## config.mk

```make
export PLATFORM = sky130hd
export DESIGN_NAME = tsn_transmission_selector
export DESIGN_NICKNAME = d
export VERILOG_FILES = /design/src/rtl/tsn_transmission_selector.sv
export SDC_FILE = /design/constraint.sdc
export NUM_CORES = 1
export LEC_CHECK = 0
export ABC_AREA = 1
export CORE_MARGIN = 5
export CORE_UTILIZATION = 40
export CTS_CLUSTER_DIAMETER = 40
export DETAILED_ROUTE_END_ITERATION = 10
export PLACE_DENSITY = 0.72
export SYNTH_ARGS = -nofsm -noshare
export SYNTH_HDL_FRONTEND = slang
export SYNTH_SLANG_ARGS = --single-unit
```

## constraint.sdc

```tcl
create_clock -name clk -period 10.1 [get_ports clk]
set_clock_uncertainty 0.05 [all_clocks]
set_input_delay 2.02 -clock clk [delete_from_list [all_inputs] [get_ports clk]]
set_output_delay 2.02 -clock clk [all_outputs]
set_load 0.01 [all_outputs]
```

## src/rtl/tsn_transmission_selector.sv

```systemverilog
// Strict-priority TSN egress selector: arbitrates per-class AXI-Stream inputs under
// per-class gates, forwards one whole frame at a time and truncates overlong frames.

module tsn_ts_frame_ctr (
   input  logic        clk,
   input  logic        rst,
   input  logic        inc,
   output logic [31:0] count
);
   logic [31:0] count_q, count_d;

   always_comb count_d = inc ? count_q + 32'd1 : count_q;

   always_ff @(posedge clk or posedge rst) begin
      if (rst) count_q <= '0;
      else     count_q <= count_d;
   end

   assign count = count_q;
endmodule

module tsn_transmission_selector #(
   parameter int N_CLASS       = 4,
   parameter int MAX_FRAME_LEN = 1522,
   localparam int GW           = (N_CLASS > 1) ? $clog2(N_CLASS) : 1
) (
   input  logic                   clk,
   input  logic                   rst,
   input  logic [N_CLASS-1:0]     gate_open,
   input  logic [8*N_CLASS-1:0]   s_axis_tdata,
   input  logic [N_CLASS-1:0]     s_axis_tvalid,
   input  logic [N_CLASS-1:0]     s_axis_tlast,
   input  logic [N_CLASS-1:0]     s_axis_tuser,
   output logic [N_CLASS-1:0]     s_axis_tready,
   output logic [7:0]             m_axis_tdata,
   output logic                   m_axis_tvalid,
   input  logic                   m_axis_tready,
   output logic                   m_axis_tlast,
   output logic                   m_axis_tuser,
   output logic                   busy,
   output logic [GW-1:0]          grant_class,
   output logic [32*N_CLASS-1:0]  frame_count,
   output logic [31:0]            trunc_count
);
   typedef enum logic [1:0] {IDLE, TRANSMIT, DROP} state_e;

   state_e                   state_q, state_d;
   logic [GW-1:0]            grant_q, grant_d;
   logic [15:0]              beat_cnt_q, beat_cnt_d;
   logic [31:0]              trunc_count_q, trunc_count_d;
   logic [N_CLASS-1:0]       eligible, frame_inc;
   logic [N_CLASS-1:0][31:0] frame_cnt;
   logic [N_CLASS-1:0][7:0]  s_data;
   logic [GW-1:0]            pick;
   logic [7:0]               g_data;
   logic                     g_valid, g_last, g_user, force_trunc;

   assign s_data   = s_axis_tdata;
   assign eligible = s_axis_tvalid & gate_open;

   // Ascending scan so the highest eligible index wins.
   always_comb begin
      pick = '0;
      for (int i = 0; i < N_CLASS; i++)
         if (eligible[i]) pick = GW'(i);
   end

   assign g_data  = s_data[grant_q];
   assign g_valid = s_axis_tvalid[grant_q];
   assign g_last  = s_axis_tlast[grant_q];
   assign g_user  = s_axis_tuser[grant_q];

   // Last permitted beat of a frame that has not ended yet: cut it here and mark it bad.
   assign force_trunc = (beat_cnt_q == 16'(MAX_FRAME_LEN - 1)) && !g_last;

   always_comb begin
      state_d       = state_q;
      grant_d       = grant_q;
      beat_cnt_d    = beat_cnt_q;
      trunc_count_d = trunc_count_q;
      frame_inc     = '0;
      s_axis_tready = '0;
      m_axis_tdata  = '0;
      m_axis_tvalid = 1'b0;
      m_axis_tlast  = 1'b0;
      m_axis_tuser  = 1'b0;
      case (state_q)
         IDLE: begin
            if (|eligible) begin
               grant_d    = pick;
               beat_cnt_d = '0;
               state_d    = TRANSMIT;
            end
         end
         TRANSMIT: begin
            m_axis_tdata           = g_data;
            m_axis_tvalid          = g_valid;
            m_axis_tlast           = g_last | force_trunc;
            m_axis_tuser           = g_user | force_trunc;
            s_axis_tready[grant_q] = m_axis_tready;
            if (g_valid && m_axis_tready) begin
               beat_cnt_d = beat_cnt_q + 16'd1;
               if (g_last) begin
                  frame_inc[grant_q] = 1'b1;
                  state_d            = IDLE;
               end else if (force_trunc) begin
                  trunc_count_d = trunc_count_q + 32'd1;
                  state_d       = DROP;
               end
            end
         end
         DROP: begin
            // Swallow the remainder of the oversize frame without forwarding it.
            s_axis_tready[grant_q] = 1'b1;
            if (g_valid && g_last) state_d = IDLE;
         end
         default: state_d = IDLE;
      endcase
   end

   always_ff @(posedge clk or posedge rst) begin
      if (rst) begin
         state_q       <= IDLE;
         grant_q       <= '0;
         beat_cnt_q    <= '0;
         trunc_count_q <= '0;
      end else begin
         state_q       <= state_d;
         grant_q       <= grant_d;
         beat_cnt_q    <= beat_cnt_d;
         trunc_count_q <= trunc_count_d;
      end
   end

   for (genvar i = 0; i < N_CLASS; i++) begin : g_cls
      tsn_ts_frame_ctr u_ctr (
         .clk   (clk),
         .rst   (rst),
         .inc   (frame_inc[i]),
         .count (frame_cnt[i])
      );
   end

   assign busy        = (state_q != IDLE);
   assign grant_class = grant_q;
   assign frame_count = frame_cnt;
   assign trunc_count = trunc_count_q;
endmodule

```

# Word level (Yosys, flattened, before mapping)
# Index checks and enable logic that the tools add are counted.
# W data, S select, Z words.
# totals
register_bits	180
input_bits	51
output_inout_bits	178
wordCells	71
# op_classes
addsub	6
magnitude_cmp	2
n_eq_ne	7
muxes	30
bitwise	5
reduce_logical	13
# ops
cell	n
$add A32 B1 Y32 const B	5
$mux W16	2
$pmux W16 S2	1
$add A16 B1 Y16 const B	1
$bmux W8 S2	1
$eq A16 B11 Y1 const B	1
$mux W8	2
$mux W2	7
$mux W4	3
$and A4 B4 Y4	2
$mux W1	8
$pmux W4 S2	1
$reduce_and A4 Y1	2
$bmux W1 S2	3
$ne A2 B2 Y1 const B	3
$pmux W2 S3	1
$logic_and A1 B1 Y1	4
$reduce_bool A2 Y1	2
$reduce_or A4 Y1	1
$lt A2 B3 Y1 const B	1
$ne A3 B3 Y1 const B	1
$reduce_and A3 Y1	1
$demux W1 S2	1
$eq A2 B1 Y1 const B	1
7 further kinds	8

# Longest topological paths before layout
# Gate-level depths: netlist of the first run.
# logic_depth
ltp_word	8
mapped_depth	13
depth_no_buf	11

# By module
# Synthesis of the first run repeated with hierarchy kept, for this count alone.
# unflattened
cells_unflattened	1412
hier_area_um2	10734.0
# by_module_without_submodules
mod	n_inst	cells_per_inst	area_per_inst_um2	seq_area_each_um2
tsn_ts_frame_ctr	4	207	1730.4	800.8
tsn_transmission_selector	1	584	3812.4	1301.2

# Worst setup path before layout of the first run
# Ideal clock, no wire load.
# synth_path
path_kind	input -> output
startpoint	input s_axis_tlast[3]
endpoint	output m_axis_tuser
arrival_ps	2654
t_required_ps	8030
setup_slack_ps	5376
cell_stages	7
n_path_buf	0
cell_sequence	nand2_1 -> nand2_1 -> nand2_2 -> nand2_8 -> nor2_4 -> nor2_1 -> nor2_1
# synth_via
elab_chain_len	6
# synth_rtl
item	line	text
start: declaration	32	input logic [N_CLASS-1:0] s_axis_tlast,
$bmux W1 S2	70	assign g_last = s_axis_tlast[grant_q];
$mux W1 (not written as such)	70	
$logic_not A1 Y1	74	assign force_trunc = (beat_cnt_q == 16'(MAX_FRAME_LEN - 1)) && !g_last;
$logic_and A1 B1 Y1	74	
$or A1 B1 Y1	99	m_axis_tuser = g_user | force_trunc;
$mux W1	87	case (state_q)
end: declaration	39	output logic m_axis_tuser,
# Every way passes these cells. The select of a mux whose other input is x is not followed.

# Worst setup path after layout of the first run
# layout_path
startpoint	input s_axis_tlast[1]
endpoint	output m_axis_tuser
# Same word-level chain as after synthesis.

==> out/summary.md, run 1 <==
Job
• **max-capacitance violation count** 0

Finish
• **commonest cells after routing, fill and taps aside** nand2_1, nor2_1, clkdlybuf4s50_1, dfrtp_1, inv_1
• **non-filler instance count after layout** 2315
• **fraction of final layout cells sized beyond drive strength 1** 0.04557
• **Layout Area Growth over Synthesis** 27.61%
• **net count of the finished layout** 1980
• **leading cell type in the layout, fill and taps excluded** nand2_1
• **antenna cell count** 0

Synthesis
• **nets in the synthesized netlist** 1759
• **YS warnings** 0
• **number of distinct library cells after synthesis** 39
• **Yosys top cell area share** 0.3873
• **Synth Cell Area** 0.01163 sq mm
• **post-synthesis sequential element count** 180
• **largest area contributor in the netlist** dfrtp_1
• **synthesized instance count** 1698
• **dominant cells by area after synthesis** dfrtp_1, nand2_1, nor2_1
• **fraction of the yosys area taken by sequential cells** 0.3873
• **Synth Area per Inst** 6.849 sq um

CTS
• **clk sink count** 180
• **Worst-path clk slew** 70 ps
• **number of buffers inserted to repair setup after CTS** 0
• **CTS-repair resized insts** 0
• **H-tree level count** 4
• **buffer type at the clock tree root** clkbuf_16
• **CTS buffer count** 17
• **maximum buffer depth of the clock tree** 2
• **hold buffers post-CTS** 0
• **clock latency at the later pin of the worst-skew pair** 430 ps
• **TritonCTS clock tree** built

Pwr
• **internal power contribution** 1.338 mW
• **Power Density** 138.4 mW/mm^2
• **Switch Pwr** 0.7160 mW
• **Leakage** 6.624 nW
• **share of total power in the clock network** 0.343
• **net switching share of the total power** 0.3486
• **worst-case vdd ir drop** 0.0001182 V
• **Comb power frac** 0.264
• **Reg power frac** 0.394
• **Total Power** 2.054 mW

Placed design
• **instance count after placement with tap cells included** 2284
• **input/output buffers** 228
• **worst slack after detailed placement** 4343 ps
• **gpl congestion** 0.9240
• **Final HPWL DP** 26.03 mm

Worst setup path
• **Crit path arrival time** 3680 ps
• **Crit Path Class** input port to output pin
• **delay contributed by the slowest stage of the critical path** 560 ps
• **crit path launch type** input port
• **Slowest cell on crit path** clkdlybuf4s50_1
• **FF-to-FF End** g_cls[0].u_ctr.count[14]
• **number of cell instances on the worst register-to-register path** 7
• **endpoint kind of the worst setup timing path** output pin
• **required time worst endpoint** 8030 ps
• **highest net fanout along the worst path** 6
• **Register-to-Register Setup Slack** 6830 ps
• **Reg2Reg Launch Point** grant_class[1]
• **ordered list of cells on the worst path** clkdlybuf4s50_1, nand2_1, nand2_1, nand2_2, nand2_8, nor2_4, nor2_1, nor2_1, clkdlybuf4s50_1

Worst hold path
• **startpoint of the tightest hold check path** g_cls[1].u_ctr.count[11]
• **capture endpoint of the worst hold path** g_cls[1].u_ctr.count[11]
• **worst min path class** flop to flop
• **instance count along the most critical hold path** 1

Floorplan
• **die area** 0.03259 sq mm
• **die span in y** 180.5 microns
• **standard cell core area** 0.02870 sq mm
• **Initial Util** 0.4052
• **number of rows created at floorplan** 62
• **DIE WIDTH** 180.5 microns
• **I/O pin cnt** 229

Detailed routing
• **met2 WL post-DR** 16.17 mm
• **number of vias per cell** 4.936
• **detailed-route wire length on metal 1** 15.38 mm
• **top layer in use** met4
• **drt first-iter violations** 799
• **DRT Pass-1 Iters** 6
• **total detailed-routing wirelength** 34.10 mm
• **detailed-route via count** 11427
• **routed wire length per instance** 14.73 microns
• **routed wl met3** 1.988 mm
• **Detail Route Antenna Nets** 0
• **final routed DRC violation total** 0

STA
• **worst setup slack after layout** 4349 ps
• **final period demand of the worst path** 5751 ps
• **count of endpoints failing setup in the final report** 0
• **setup repair after global routing missed its margin** false
• **remaining max-slew budget at the tightest pin** 0.2756
• **Max Slew Vio Count** 0
• **sum of negative setup slack** 0 ps
• **final hold violations** 0
• **tightest hold margin** 445.6 ps
• **highest achievable clock rate** 0.1739 GHz
• **post-route fraction of the period consumed by the critical path** 0.5694
• **Tightest Pin Transition** 1083 ps

Global routing
• **total gr overflow** 0
• **antenna violations before repair** 0
• **global-route usage over all layers** 0.2091
• **via count of the first global-routing pass** 11098
• **maximum number of pins on one net before global-route repair** 114
• **wire length of the first global-routing pass** 57.08 mm

Outcome
• **outcome** complete, no violations

-- critical path: cells and delay by family --
family | cells | cell delay, ps
and+or+nand+nor | 7 | 670
buffers and inverters | 2 | 990
-- synthesized netlist by cell type --
| library cell | count |
|---|---|
| a21oi_1 | 3 |
| a22oi_1 | 8 |
| a31o_2 | 1 |
| a31oi_1 | 8 |
| buf_2 | 14 |
| buf_4 | 5 |
| buf_6 | 5 |
| buf_8 | 1 |
| clkbuf_1 | 2 |
| clkinv_1 | 4 |
| dfrtp_1 | 180 |
| ha_1 | 10 |
| inv_1 | 141 |
| inv_2 | 7 |
| inv_4 | 1 |
| inv_8 | 1 |
| nand2_1 | 710 |
| nand2_2 | 9 |
| nand2_4 | 1 |
| nand2_8 | 2 |
| nand3_1 | 64 |
| nand3_2 | 1 |
| nand3_4 | 5 |
| nand3b_1 | 39 |
| nand4_1 | 27 |
| nor2_1 | 246 |
| nor2_2 | 5 |
| nor2_4 | 10 |
| nor2_8 | 1 |
| nor3_1 | 39 |
| nor3_2 | 4 |
| o21a_1 | 1 |
| o21ai_0 | 31 |
| o21ai_1 | 18 |
| o21bai_1 | 1 |
| or2_2 | 1 |
| xnor2_1 | 15 |
| xor2_1 | 71 |
| xor2_2 | 6 |
-- flip-flops by register name (all words and copies together), names as in the netlist --
register and count:
beat_cnt_q 16, grant_class 2, state_q 2, trunc_count 32, g_cls.u_ctr.count 128
-- metrics by stage --
stage / util / instance area (sq um)
floorplan: - / 11630
global placement: 0.4955 / 14220
detailed placement: 0.4955 / 14220
CTS: 0.5170 / 14840
global route: 0.5170 / 14840
finish: 0.5170 / 14840
-- per-layer routing --
layer	global-route usage	up-vias
met2	0.3533	325
met1	0.2755	5308
met5	0	-
li1	-	5750
met4	0.05142	0
met3	0.04400	44
-- kinds of logic (layout without fill, tap and decap cells) --
logic type	after synthesis	in the layout	share of synthesized area
flip-flops	180	180	0.3873
XOR/XNOR	92	92	0.07316
adder cells (fa/ha/maj)	10	10	0.01076
AO/OA/AOI/OAI	71	71	0.03389
buffers and inverters	181	414	0.06660
AND/OR/NAND/NOR	1164	1164	0.4283
-- how the worst max path moves through the flow --
stage / start / to / depth (start not counted)
final: s_axis_tlast[1] / m_axis_tuser / 9
after global routing: m_axis_tready / s_axis_tready[3] / 6
after CTS: s_axis_tlast[0] / m_axis_tuser / 9
after detailed placement: s_axis_tlast[0] / m_axis_tuser / 9
after global placement: s_axis_tlast[0] / m_axis_tuser / 9
after floorplan: rst / beat_cnt_q[0] / 1
-- power groups by stage --
| stage | Clock (mW) | Sequential, mW | Combinational [mW] |
|---|---|---|---|
| after floorplan | 0 | 0.811 | 0.316 |
| after global placement | 0 | 0.819 | 0.544 |
| after detailed placement | 0 | 0.822 | 0.550 |
| after CTS | 0.725 | 0.808 | 0.552 |
| after global routing | 0.754 | 0.816 | 0.596 |
| final | 0.704 | 0.808 | 0.542 |
-- layout make-up --
class	count	area (sq um)
fillers	2831	13860
flip-flops and latches	180	4504
inverters	154	595.6
multi-input cells	1337	6351
clock inverters	14	193.9
clock buffers	17	425.4
repair buffers	229	2290
well taps	384	480.5
Note: power is estimated with default switching activity, not from simulation.
==> run 2, diff against run 1 <==
clock period = 5.7 ns   (was 10.1 ns; I/O delays follow)
==> run 2 against run 1 <==
  * Sequential share of layout area rose by 0.098 points
  * Combinational power up 78%
  * Flip-flop and latch count unchanged
  * Global-route usage is 0.084 points lower
  * Worst setup slack worse by 2800 ps
  * Critical path type is now flop to output pin
==> out/summary.md, run 2 (synthesized netlist as in run 1, its figures left out) <==
Worst setup path
• **highest net fanout along the worst path** 11
• **ordered list of cells on the worst path** nor2_1, nand2_1, nand2_1, nor2_1, a21oi_1, clkdlybuf4s50_1
• **endpoint kind of the worst setup timing path** output pin
• **crit path launch type** flop
• **Crit path arrival time** 3000 ps
• **Crit Path Class** flop to output pin
• **required time worst endpoint** 4510 ps
• **Slowest cell on crit path** nor2_1
• **delay contributed by the slowest stage of the critical path** 940 ps

Detailed routing
• **Detail Route Antenna Nets** 0
• **total detailed-routing wirelength** 34.15 mm
• **routed wire length per instance** 14.75 microns
• **number of vias per cell** 4.931
• **DRT Pass-1 Iters** 6
• **detailed-route via count** 11416
• **final routed DRC violation total** 0
• **drt first-iter violations** 800

CTS
• **number of buffers inserted to repair setup after CTS** 0
• **maximum buffer depth of the clock tree** 2
• **CTS-repair resized insts** 0
• **H-tree level count** 4
• **Worst-path clk slew** 70 ps
• **clock latency at the later pin of the worst-skew pair** 430 ps
• **hold buffers post-CTS** 0
• **TritonCTS clock tree** built
• **CTS buffer count** 17
• **clk sink count** 180
• **buffer type at the clock tree root** clkbuf_16

Global routing
• **wire length of the first global-routing pass** 56.68 mm
• **total gr overflow** 0
• **antenna violations before repair** 0
• **maximum number of pins on one net before global-route repair** 181
• **global-route usage over all layers** 0.2082
• **via count of the first global-routing pass** 11233

Floorplan
• **die span in y** 180.5 microns
• **standard cell core area** 0.02870 sq mm
• **DIE WIDTH** 180.5 microns
• **die area** 0.03259 sq mm
• **number of rows created at floorplan** 62
• **Initial Util** 0.4052
• **I/O pin cnt** 229

Finish
• **Post-Route Utilization** 0.5154
• **commonest cells after routing, fill and taps aside** nand2_1, nor2_1, clkdlybuf4s50_1, dfrtp_1, inv_1
• **antenna cell count** 0
• **leading cell type in the layout, fill and taps excluded** nand2_1
• **post-route cell area** 0.01479 sq mm
• **fraction of final layout cells sized beyond drive strength 1** 0.04557
• **net count of the finished layout** 1980
• **number of flip-flops under the largest register name** 128
• **non-filler instance count after layout** 2315
• **Layout Area Growth over Synthesis** 27.20%

Job
• **max-capacitance violation count** 0

STA
• **final hold violations** 0
• **highest achievable clock rate** 0.2387 GHz
• **remaining max-slew budget at the tightest pin** 0.2323
• **final period demand of the worst path** 4190 ps
• **post-route fraction of the period consumed by the critical path** 0.7351
• **Max Slew Vio Count** 0
• **sum of negative setup slack** 0 ps
• **setup repair after global routing missed its margin** false
• **Tightest Pin Transition** 1147 ps
• **count of endpoints failing setup in the final report** 0

Pwr
• **worst-case vdd ir drop** 0.0002849 V
• **Leakage** 6.589 nW
• **Power Density** 240.0 mW/mm^2

Placed design
• **Final HPWL DP** 25.91 mm
• **placed standard-cell area** 0.01423 sq mm
• **gpl congestion** 0.9291
• **instance count after placement with tap cells included** 2284
• **input/output buffers** 228

Outcome
• **outcome** complete, no violations

Worst hold path
• **worst min path class** flop to flop

[run 2: layout make-up]
cell class	count	area [sq um]
timing repair buffer	229	2302
sequential	180	4504
clock buffer	17	425.4
clock inverter	14	137.6
multi-input combinational	1337	6351
inverter	154	591.8
fill	2814	13910
tap	384	480.5
[run 2: power breakdown]
| group | internal, mW | leakage (nW) | switching, mW |
|---|---|---|---|
| clock network | 0.579 | 0.265 | 0.574 |
| registers | 1.34 | 2.41 | 0.0973 |
| logic | 0.367 | 3.91 | 0.598 |
[run 2: final timing paths]
check | from | slack, ps | cells after the start | end
max in group asynchronous | rst | 3580 | 3 | g_cls[1].u_ctr.count[30]
setup reg to reg | grant_class[1] | 2460 | 7 | g_cls[0].u_ctr.count[10]
hold reg to reg | g_cls[2].u_ctr.count[10] | 450 | 1 | g_cls[2].u_ctr.count[10]
setup / recovery | grant_class[1] | 1510 | 6 | m_axis_tlast
hold / removal | g_cls[2].u_ctr.count[10] | 450 | 1 | g_cls[2].u_ctr.count[10]
min in group asynchronous | rst | 1310 | 3 | trunc_count[19]
[run 2: critical path, delay by kind of cell, from the launching register on]
kind / cells / cell delay [ps]
AND/OR/NAND/NOR: 4 / 1250
AO/OA/AOI/OAI: 1 / 180
buffers and inverters: 1 / 570
flip-flops: 1 / 570
[run 2: metal layers]
| layer | up-vias | part of all wire | global-route usage | wire (microns) |
|---|---|---|---|---|
| met5 | - | 0 | 0 | 0 |
| met3 | 32 | 0.061 | 0.04905 | 2100 |
| met2 | 319 | 0.48 | 0.3551 | 16230 |
| li1 | 5731 | - | - | - |
| met4 | 0 | 0.015 | 0.04749 | 504 |
| met1 | 5334 | 0.45 | 0.2700 | 15320 |
[run 2: stage by stage]
stage	power [mW]	hold slack, ps	worst slack (ps)
after global placement	2.420	444.9	1736
after floorplan	1.998	440.1	2201
after detailed placement	2.434	434.6	1729
after CTS	3.606	444.4	1527
final	3.551	447.8	1510
after global routing	3.755	485.2	1272
